File: config.mk
export PLATFORM = sky130hd
export DESIGN_NAME = arith_addf_pipe
export DESIGN_NICKNAME = d
export VERILOG_FILES = /design/src/rtl/arith_addf_pipe.sv
export SDC_FILE = /design/constraint.sdc
export NUM_CORES = 1
export LEC_CHECK = 0
export BUFFER_PORTS_ARGS = -buffer_cell sky130_fd_sc_hd__clkbuf_2
export CAP_MARGIN = 20
export CORE_MARGIN = 3
export CORE_UTILIZATION = 35
export CTS_BUF_LIST = sky130_fd_sc_hd__clkbuf_16
export DETAILED_ROUTE_END_ITERATION = 8
export PLACE_DENSITY = 0.62
export SLEW_MARGIN = 10
export SYNTH_ARGS = -nofsm -noshare
export SYNTH_HDL_FRONTEND = slang
export SYNTH_SLANG_ARGS = --single-unit
export TNS_END_PERCENT = 10
File: constraint.sdc
create_clock -name clk -period 12.2 [get_ports clk]
set_input_delay 0.61 -clock clk [delete_from_list [all_inputs] [get_ports clk]]
set_output_delay 0.61 -clock clk [all_outputs]
set_load 0.02 [all_outputs]
File: src/rtl/arith_addf_pipe.sv
// Three-stage pipelined IEEE-754 adder (binary32 or binary64) behind valid/ready handshakes.
// S1 unpacks and aligns the operands, S2 adds the significands, S3 normalizes, rounds and packs.
module arith_addf_pipe #(
  parameter int unsigned WIDTH = 32
) (
  input  logic             clk,
  input  logic             rst,
  input  logic             in_valid,
  output logic             in_ready,
  input  logic [WIDTH-1:0] a,
  input  logic [WIDTH-1:0] b,
  output logic             out_valid,
  input  logic             out_ready,
  output logic [WIDTH-1:0] result
);
  localparam int unsigned EW   = (WIDTH == 64) ? 11 : 8;
  localparam int unsigned MW   = (WIDTH == 64) ? 52 : 23;
  localparam int unsigned SW   = MW + 4;  // hidden + fraction + guard/round/sticky
  localparam int unsigned AW   = MW + 5;  // SW plus carry-out
  localparam int unsigned XW   = EW + 2;
  localparam int unsigned EMAX = (1 << EW) - 1;
  localparam logic [WIDTH-1:0] QNAN = {1'b0, {EW{1'b1}}, 1'b1, {(MW-1){1'b0}}};

  if (WIDTH != 32 && WIDTH != 64) begin : g_bad_width
    $fatal(1, "arith_addf_pipe: WIDTH must be 32 or 64");
  end

  logic             v1_q, v1_d, v2_q, v2_d, v3_q, v3_d;
  logic             sx1_q, sx1_d, sy1_q, sy1_d, s2_q, s2_d;
  logic [EW-1:0]    ex1_q, ex1_d, ex2_q, ex2_d;
  logic [SW-1:0]    mx1_q, mx1_d, my1_q, my1_d;
  logic [AW-1:0]    sum2_q, sum2_d;
  logic             sp1_q, sp1_d, sp2_q, sp2_d;
  logic [WIDTH-1:0] spv1_q, spv1_d, spv2_q, spv2_d, res_q, res_d;
  logic             advance;

  assign advance   = !v3_q || out_ready;
  assign in_ready  = advance;
  assign out_valid = v3_q;
  assign result    = res_q;

  // S1: classify, order by magnitude, align the smaller significand
  logic             a_nan, b_nan, a_inf, b_inf, a_zero, b_zero, swap;
  logic [WIDTH-1:0] x, y;
  logic [EW-1:0]    xe, ye, diff;
  logic [MW:0]      xs, ys;
  logic [SW-1:0]    y_ext, y_mask;

  always_comb begin
    a_nan  = (a[WIDTH-2:MW] == EW'(EMAX)) && (a[MW-1:0] != '0);
    b_nan  = (b[WIDTH-2:MW] == EW'(EMAX)) && (b[MW-1:0] != '0);
    a_inf  = (a[WIDTH-2:MW] == EW'(EMAX)) && (a[MW-1:0] == '0);
    b_inf  = (b[WIDTH-2:MW] == EW'(EMAX)) && (b[MW-1:0] == '0);
    a_zero = (a[WIDTH-2:0] == '0);
    b_zero = (b[WIDTH-2:0] == '0);
    swap   = b[WIDTH-2:0] > a[WIDTH-2:0];
    x      = swap ? b : a;
    y      = swap ? a : b;
    xe     = (x[WIDTH-2:MW] == '0) ? EW'(1) : x[WIDTH-2:MW];
    ye     = (y[WIDTH-2:MW] == '0) ? EW'(1) : y[WIDTH-2:MW];
    xs     = {x[WIDTH-2:MW] != '0, x[MW-1:0]};
    ys     = {y[WIDTH-2:MW] != '0, y[MW-1:0]};
    diff   = xe - ye;
    y_ext  = {ys, 3'b000};
    y_mask = ~({SW{1'b1}} << diff);

    v1_d   = v1_q;
    sx1_d  = sx1_q;
    sy1_d  = sy1_q;
    ex1_d  = ex1_q;
    mx1_d  = mx1_q;
    my1_d  = my1_q;
    sp1_d  = sp1_q;
    spv1_d = spv1_q;
    if (advance) begin
      v1_d  = in_valid;
      sx1_d = x[WIDTH-1];
      sy1_d = y[WIDTH-1];
      ex1_d = xe;
      mx1_d = {xs, 3'b000};
      if (32'(diff) >= SW) my1_d = {{(SW-1){1'b0}}, |ys};
      else                 my1_d = (y_ext >> diff) | SW'(|(y_ext & y_mask));
      sp1_d  = 1'b1;
      spv1_d = '0;
      if (a_nan || b_nan)                    spv1_d = QNAN;
      else if (a_inf && b_inf && (a[WIDTH-1] != b[WIDTH-1])) spv1_d = QNAN;
      else if (a_inf)                        spv1_d = a;
      else if (b_inf)                        spv1_d = b;
      else if (a_zero && b_zero)             spv1_d = {a[WIDTH-1] & b[WIDTH-1], {(WIDTH-1){1'b0}}};
      else if (b_zero)                       spv1_d = a;
      else if (a_zero)                       spv1_d = b;
      else                                   sp1_d  = 1'b0;
    end
  end

  // S2: significand add, or subtract when signs differ (never negative after the swap)
  always_comb begin
    v2_d   = v2_q;
    s2_d   = s2_q;
    ex2_d  = ex2_q;
    sum2_d = sum2_q;
    sp2_d  = sp2_q;
    spv2_d = spv2_q;
    if (advance) begin
      v2_d   = v1_q;
      s2_d   = sx1_q;
      ex2_d  = ex1_q;
      sp2_d  = sp1_q;
      spv2_d = spv1_q;
      sum2_d = (sx1_q ^ sy1_q) ? ({1'b0, mx1_q} - {1'b0, my1_q})
                               : ({1'b0, mx1_q} + {1'b0, my1_q});
    end
  end

  // S3: normalize (left shift clamped at exponent 1 for gradual underflow), RNE round, pack
  logic [SW-1:0]    m;
  logic [XW-1:0]    e, lz, lim, sh;
  logic [MW+1:0]    mant_r;
  logic [MW-1:0]    frac;
  logic             hid, rnd;
  logic [WIDTH-1:0] packed_res;

  always_comb begin
    lz = XW'(SW);
    for (int i = 0; i < SW; i++) begin
      if (sum2_q[i]) lz = XW'(SW - 1 - i);
    end
    lim = XW'(ex2_q) - XW'(1);
    sh  = (lz < lim) ? lz : lim;
    if (sum2_q[AW-1]) begin
      m = {sum2_q[AW-1:2], |sum2_q[1:0]};
      e = XW'(ex2_q) + XW'(1);
    end else begin
      m = sum2_q[SW-1:0] << sh;
      e = XW'(ex2_q) - sh;
    end
    rnd    = m[2] & (m[1] | m[0] | m[3]);
    mant_r = (MW+2)'(m[SW-1:3]) + (MW+2)'(rnd);
    if (mant_r[MW+1]) begin
      e    = e + XW'(1);
      frac = mant_r[MW:1];
      hid  = 1'b1;
    end else begin
      frac = mant_r[MW-1:0];
      hid  = mant_r[MW];
    end
    packed_res = {s2_q, hid ? e[EW-1:0] : EW'(0), frac};
    if (e >= XW'(EMAX)) packed_res = {s2_q, EW'(EMAX), {MW{1'b0}}};
    if (sum2_q == '0)   packed_res = '0;
    if (sp2_q)          packed_res = spv2_q;

    v3_d  = advance ? v2_q : v3_q;
    res_d = (advance && v2_q) ? packed_res : res_q;
  end

  always_ff @(posedge clk) begin
    if (rst) begin
      v1_q  <= 1'b0;
      v2_q  <= 1'b0;
      v3_q  <= 1'b0;
      res_q <= '0;
    end else begin
      v1_q  <= v1_d;
      v2_q  <= v2_d;
      v3_q  <= v3_d;
      res_q <= res_d;
    end
    sx1_q  <= sx1_d;
    sy1_q  <= sy1_d;
    ex1_q  <= ex1_d;
    mx1_q  <= mx1_d;
    my1_q  <= my1_d;
    sp1_q  <= sp1_d;
    spv1_q <= spv1_d;
    s2_q   <= s2_d;
    ex2_q  <= ex2_d;
    sum2_q <= sum2_d;
    sp2_q  <= sp2_d;
    spv2_q <= spv2_d;
  end
endmodule

==> results of run 1 <==
final timing paths:
kind                     end
hold / removal          v1_q
setup reg to reg  result[28]
setup / recovery    my1_q[0]
hold reg to reg   spv2_q[11]
stage by stage:
stage	cells	utilization	power [mW]	setup slack (ns)
5_1_grt	2621	0.3930	3.971	3.397
2_1_floorplan	1959	-	2.462	4.562
3_5_place_dp	2589	0.3803	3.140	3.561
6_report	2621	0.3930	3.766	3.919
3_3_place_gp	2589	0.3803	3.168	3.500
4_1_cts	2621	0.3930	3.710	4.022
state kept, by name, summed over array words and instances, names as in the netlist, 8 cells and up:
name and cells:
ex1_q 8, ex2_q 8, mx1_q 24, my1_q 27, result 32, spv1_q 32, spv2_q 32, sum2_q 28
power groups by stage:
stage	Clock, mW	Combinational (mW)	Sequential, mW
2_1_floorplan	0	1.52	0.944
3_3_place_gp	0	2.17	1.00
3_5_place_dp	0	2.13	1.01
4_1_cts	0.574	2.14	0.996
5_1_grt	0.602	2.36	1.01
6_report	0.560	2.20	1.00
worst min-delay path, delay by kind of cell:
kind          cells  cell delay, ns
simple gates      1            0.08
mux               1            0.05
buf+inv           1            0.07
per-layer routing:
metal	vias up	track usage	part of all wire
li1	7436	-	-
met1	7751	0.3157	0.43
met2	775	0.3649	0.45
met3	148	0.03628	0.073
met4	0	0.1060	0.045
met5	-	0	0
kinds of logic (layout without fill, tap and decap cells):
group	Yosys count	after routing	synth area share
AND/OR/NAND/NOR	684	684	0.1974
buffers and inverters	215	270	0.05081
multiplexers	96	96	0.06062
adder cells (fa/ha/maj)	105	105	0.07978
XOR/XNOR	69	69	0.03615
flip-flops	199	199	0.3365
AO/OA/AOI/OAI	591	591	0.2388
layout by cell type, fill, tap and decap left out, types with 23 or more instances in the layout:
cell type / synthesis / routed
sky130_fd_sc_hd__o211ai_1: 23 / 23
sky130_fd_sc_hd__ha_1: 101 / 101
sky130_fd_sc_hd__a21oi_1: 115 / 115
sky130_fd_sc_hd__nor4_1: 28 / 28
sky130_fd_sc_hd__a21o_1: 33 / 33
sky130_fd_sc_hd__inv_1: 103 / 104
sky130_fd_sc_hd__nand3_1: 81 / 81
sky130_fd_sc_hd__xor2_1: 28 / 26
sky130_fd_sc_hd__mux2i_1: 74 / 74
sky130_fd_sc_hd__buf_4: 3 / 25
sky130_fd_sc_hd__o21ai_0: 135 / 135
sky130_fd_sc_hd__nand4_1: 30 / 30
sky130_fd_sc_hd__nor2_1: 200 / 199
sky130_fd_sc_hd__edfxtp_1: 164 / 164
sky130_fd_sc_hd__a22oi_1: 36 / 36
sky130_fd_sc_hd__xnor2_1: 41 / 38
sky130_fd_sc_hd__a211oi_1: 27 / 26
sky130_fd_sc_hd__nor3_1: 57 / 57
sky130_fd_sc_hd__dfxtp_1: 35 / 35
sky130_fd_sc_hd__a31oi_1: 25 / 25
sky130_fd_sc_hd__nand2_1: 166 / 166
sky130_fd_sc_hd__clkbuf_2: 1 / 101
area by class of cell:
cell class | count | area share
flip-flops and latches | 199 | 0.3055
inverters | 112 | 0.02290
multi-input cells | 1545 | 0.5603
clock inverters | 15 | 0.009242
clock buffers | 17 | 0.02310
repair buffers | 126 | 0.03765
well taps | 607 | 0.04125
==> implementation parameters, run 1 <==
Parameter                              Value

Synth
  Ys async rst share    0
  Cell with the most instances after synthesis    sky130_fd_sc_hd__nor2_1
  Mapped Avg Cell Area    8.534 µm²
  Mapped Area    16720 µm²
  Synth top area cells    sky130_fd_sc_hd__edfxtp_1 (29%), sky130_fd_sc_hd__ha_1 (7.6%), sky130_fd_sc_hd__nor2_1 (4.5%), sky130_fd_sc_hd__mux2i_1 (4.4%), sky130_fd_sc_hd__dfxtp_1 (4.2%)
  Yosys top cell area share    0.2946
  Sequential cell area fraction in the yosys report    0.3365
  Synthesis Warnings    0
  Number of distinct library cell variants in the gate-level netlist after synthesis    95
  Dominant synthesized flop cell    sky130_fd_sc_hd__edfxtp_1
  Synth cell count leaders    sky130_fd_sc_hd__nor2_1 (200), sky130_fd_sc_hd__nand2_1 (166), sky130_fd_sc_hd__edfxtp_1 (164)
  Count of state elements after synthesis    just under 200
  Number of flops mapped to enable cells by yosys    164
  Mapped Nets    2131
  Gate count of the mapped netlist    between 1500 and 2000
  Top cell type by total area after synthesis    sky130_fd_sc_hd__edfxtp_1

Setup path
  Critical-path top delay cell    sky130_fd_sc_hd__a311oi_1
  Longest individual stage delay on the worst path    0.75 ns
  Critical path launch point type    primary input
  Cell family with the largest share of critical-path delay    compound AO/OA/AOI/OAI gates
  Critical path's most frequent cell    sky130_fd_sc_hd__a21o_1
  WP buf/inv    3
  Crit-path max FO    26
  Crit path depth    29
  FF-to-FF path depth    24
  Setup CP Type    primary input to flop
  Reg-to-reg slack, setup    3.93 ns
  Worst setup startpoint    a[8]
  Arrival time at the worst endpoint    between 8 and 9 ns
  Launch instance of the worst register-to-register path    sum2_q[12]
  WP data required    12.38 ns
  Kind of capture point of the worst setup path    flop

Drt
  Number of nets with antenna violations after routing    0
  DRT iter0 DRCs    2020
  Total via count after detailed routing    around 16000
  Final routed DRC violation total    0
  Detailed-route wire length per cell    22.94 µm
  Routed wire length    approximately 60 mm
  Length of the first detailed-routing pass in iterations    8
  Ratio of routed vias to standard cells    6.147

Power and ir drop
  Internal    1.887 mW
  Peak VDD IR    0.1185 mV
  Combinational power share    0.585
  Total power divided by cell area    204.5 nW/µm²
  Proportion of total power due to net switching    0.4988
  Fraction of power consumed by sequential logic    0.267
  Clk pwr share    0.149
  Leakage power    7.303 nW
  P_sw    1.878 mW

Clock tree
  Total number of H-tree levels    4
  Clock root buffer master    sky130_fd_sc_hd__clkbuf_16
  Clock slew at reported path FFs    around 0.080 ns
  Number of buffers added by the clock tree synthesis step    17
  Hold-fix buffer count after cts    0
  Maximum number of buffers from clock root to sink    2
  Clock tree sinks    199
  Number of resized instances in the post-cts repair step    0
  Setup Buffers After CTS    0
  Clock insertion delay at the later pin of the skew report    0.46 ns
  TritonCTS clock tree    built

Outcome
  Result of the run    finished, final reports clean

STA
  Number of max-slew violations in the final report    0
  Final critical delay including setup and external delays    8.281 ns
  Worst-case clock skew    0.01892 ns
  Highest attainable clock frequency    between 100 and 150 MHz
  Worst slew pin tran    0.9791 ns
  Final setup viols    0
  Hold slack    0.3876 ns
  Final hold vios    0
  Total negative slack    0 ns
  Max_slew headroom    0.3388
  RSZ-0062 raised after global routing    no
  Final period util    0.6788

Floorplanning
  Starting Density    0.3568
  Width of the chip    around 220 µm
  Site row count    79
  Core region area    46850 µm²
  Vert. Die Dim    approximately 220 µm
  Io pins    just over 100
  Die area    50420 µm²

GRT
  Global-route usage over all layers    0.2321
  Global-route wire length before repair    a little over 90 mm
  Total global routing overflow    0
  Antenna violations before repair    0
  Largest net degree at the start of global routing    74
  Number of global-route vias before repair    14960

Layout
  Footprint of the multi-input gates    10320 µm²
  Diode count    0
  P&R area growth vs syn    10.13%
  Final Cell Area    18410 µm²
  Total Nets Final    2173
  Flip-flop and latch area    between 5000 and 6000 µm²
  Proportion of layout cells with a drive suffix above 1    0.1112
  Fill cell total of the finished layout    4795

Worst hold path
  Depth of the worst hold-timing path    3
  Type of the most critical hold path    primary input to flop
  Worst Min Path Start    in_valid

Placed design
  Dpl cell area    roughly 18000 µm²
  Weighted congestion reported at the end of routability-driven placement    1.066
  Post-detailed-placement half-perimeter wirelength    46.83 mm
  Input/output buffers    101

Flow run
  Max-capacitance violation count    0
(Power assumes the default switching activity.)
==> inputs of run 2 (changes only) <==
--- a/config.mk
+++ b/config.mk
@@ -11,7 +11,7 @@
 export CORE_UTILIZATION = 35
 export CTS_BUF_LIST = sky130_fd_sc_hd__clkbuf_16
 export DETAILED_ROUTE_END_ITERATION = 8
-export PLACE_DENSITY = 0.62
+export PLACE_DENSITY = 0.64
 export SLEW_MARGIN = 10
 export SYNTH_ARGS = -nofsm -noshare
 export SYNTH_HDL_FRONTEND = slang
==> constraint.sdc (replaced) <==
create_clock -name clk -period 7.34 [get_ports clk]
set_input_delay 0.367 -clock clk [delete_from_list [all_inputs] [get_ports clk]]
set_output_delay 0.367 -clock clk [all_outputs]
set_load 0.02 [all_outputs]
==> run 2 against run 1 <==
- sequential share of layout area decreased by 1.3 points
- register-to-register slack worse by 3.7 ns
- clock power increased by 82%
- die area is the same
- sequential cell count unchanged
- non-clock buffer count increased by 86
- global-route usage is 0.66 points higher
- clock-buffer cell count unchanged
- final cell count up 3.3%
- first-iteration DRC count increased by 2.1%
- via count rose by 1.9%
- setup slack worse by 3.6 ns
- critical path type is now flop to flop
==> implementation parameters, run 2 (synthesis results as in run 1) <==
Parameter                              Value

STA
  Highest attainable clock frequency    141.5 MHz
  Final setup viols    0 (unchanged)
  RSZ-0062 raised after global routing    no
  Max_slew headroom    0.2719 (-0.06688)
  Final hold vios    0 (unchanged)
  Number of max-slew violations in the final report    0 (unchanged)
  Worst slew pin tran    1.085 ns (+0.1058 ns)
  Worst-case clock skew    0.01812 ns (-0.0007985 ns)
  Total negative slack    0 ns (unchanged)
  Final period util    0.9631
  Final critical delay including setup and external delays    7.069 ns

Outcome
  Result of the run    finished, final reports clean

Layout
  P&R area growth vs syn    14.97%
  Fill cell total of the finished layout    4697 (-2.0%)
  Most common cell after layout, fill and taps aside    sky130_fd_sc_hd__nor2_1
  Most frequent cells in the layout    sky130_fd_sc_hd__nor2_1 (199), sky130_fd_sc_hd__nand2_1 (166), sky130_fd_sc_hd__edfxtp_1 (164)
  Diode count    0 (unchanged)
  Proportion of layout cells with a drive suffix above 1    0.1543 (+0.04306)
  Final standard cell count with taps included and fillers excluded    2707 (+3.3%)
  Total Nets Final    2259 (+4.0%)

Placed design
  Input/output buffers    101 (unchanged)
  Total instance count after detailed placement    2673 (+3.2%)
  Post-detailed-placement half-perimeter wirelength    48.78 mm (+4.2%)
  Weighted congestion reported at the end of routability-driven placement    0.9860 (-7.5%)

GRT
  Largest net degree at the start of global routing    81 (+9.5%)
  Antenna violations before repair    1 (+1)
  Total global routing overflow    0 (unchanged)
  Global-route usage over all layers    0.2387 (+0.006645)
  Global-route wire length before repair    93.51 mm (+3.0%)
  Number of global-route vias before repair    15370 (+2.7%)

Setup path
  Arrival time at the worst endpoint    7.38 ns (-1.08 ns)
  Critical path launch point type    flop
  Setup CP Type    flop to flop
  Kind of capture point of the worst setup path    flop
  Critical-path top delay cell    sky130_fd_sc_hd__a2111oi_2
  WP data required    7.65 ns (-4.73 ns)
  Crit-path max FO    20 (-23%)
  Longest individual stage delay on the worst path    0.63 ns (-0.12 ns)

Floorplanning
  Width of the chip    224.6 µm (unchanged)
  Vert. Die Dim    224.6 µm (unchanged)
  Die area    50420 µm² (unchanged)
  Site row count    79 (unchanged)
  Starting Density    0.3568 (unchanged)
  Core region area    46850 µm² (unchanged)
  Io pins    102 (unchanged)

Drt
  Total via count after detailed routing    16420 (+1.9%)
  Length of the first detailed-routing pass in iterations    6 (-2)
  Detailed-route wire length per cell    22.65 µm (-1.3%)
  Number of nets with antenna violations after routing    0 (unchanged)
  Ratio of routed vias to standard cells    6.066 (-1.3%)
  DRT iter0 DRCs    2063 (+2.1%)
  Final routed DRC violation total    0 (unchanged)
  Routed wire length    61.32 mm (+2.0%)

Power and ir drop
  Peak VDD IR    0.1455 mV (+23%)
  Leakage power    7.765 nW (+6.3%)
  Total power divided by cell area    345.4 nW/µm² (+69%)

Clock tree
  TritonCTS clock tree    built
  Clock root buffer master    sky130_fd_sc_hd__clkbuf_16
  Maximum number of buffers from clock root to sink    2 (unchanged)
  Clock insertion delay at the later pin of the skew report    0.46 ns (about the same)
  Hold-fix buffer count after cts    0 (unchanged)
  Total number of H-tree levels    4 (unchanged)
  Clock slew at reported path FFs    0.09 ns (about the same)
  Number of buffers added by the clock tree synthesis step    17 (unchanged)
  Clock tree sinks    199 (unchanged)

Flow run
  Max-capacitance violation count    0 (unchanged)

Worst hold path
  Type of the most critical hold path    primary input to flop
## run 2: per-layer routing
metal,GRT usage,part of all wire
met1,0.3239,0.43
met2,0.3879,0.46
met3,0.03485,0.070
met4,0.08878,0.041
met5,0,0.00023
## run 2: critical path: cells and delay by family (launching register included)
family,cells,cell delay [ns]
AND/OR/NAND/NOR,11,2.87
AO/OA/AOI/OAI,9,2.21
buffers and inverters,5,1.00
flip-flops,1,0.55
adder cells (fa/ha/maj),1,0.28
## run 2: what timing repair did
item                                    4_1_cts  5_1_grt
endpoints found under the setup margin        0       31
resized for setup                             0       17
buffers inserted                              0        2
## run 2: layout make-up
| type | count | area [µm²] | area share |
|---|---|---|---|
| Multi-Input combinational cell | 1545 | 10400 | 0.5411 |
| Sequential cell | 199 | 5625 | 0.2927 |
| Timing Repair Buffer | 212 | 1351 | 0.07030 |
| Tap cell | 607 | 759.5 | 0.03951 |
| Clock buffer | 17 | 425.4 | 0.02213 |
| Inverter | 112 | 421.7 | 0.02194 |
| Clock inverter | 15 | 236.5 | 0.01230 |
## run 2: path summary, 6_finish.rpt
path	start	to	slack (ns)	cells past startpoint
worst min register to register	spv1_q[11]	spv2_q[11]	0.42	0
worst max-delay path	sum2_q[25]	result[28]	0.27	26
worst min-delay path	in_valid	v1_q	0.15	3
worst max register to register	sum2_q[25]	result[28]	0.27	26
## run 2: where the power goes
group          switching (mW)  internal (mW)  leakage (nW)  total, mW
clock network           0.531          0.491         0.321       1.02
registers               0.241           1.41          2.16       1.65
logic                    2.47           1.49          5.29       3.96
total                    3.24           3.40          7.77       6.64
## run 2: stage by stage
stage	area [µm²]	hold slack (ns)	total power, mW	worst slack [ns]	util
6_report	19220	0.1523	6.638	0.2708	0.4102
5_1_grt	19220	0.1409	7.022	0.005021	0.4102
4_1_cts	19110	0.1294	6.533	0.0006368	0.4079
3_5_place_dp	18450	0.4045	5.494	0.02579	0.3938
3_3_place_gp	18450	0.4044	5.512	-0.008927	0.3938
2_1_floorplan	16720	0.4003	4.092	0.0005698	-
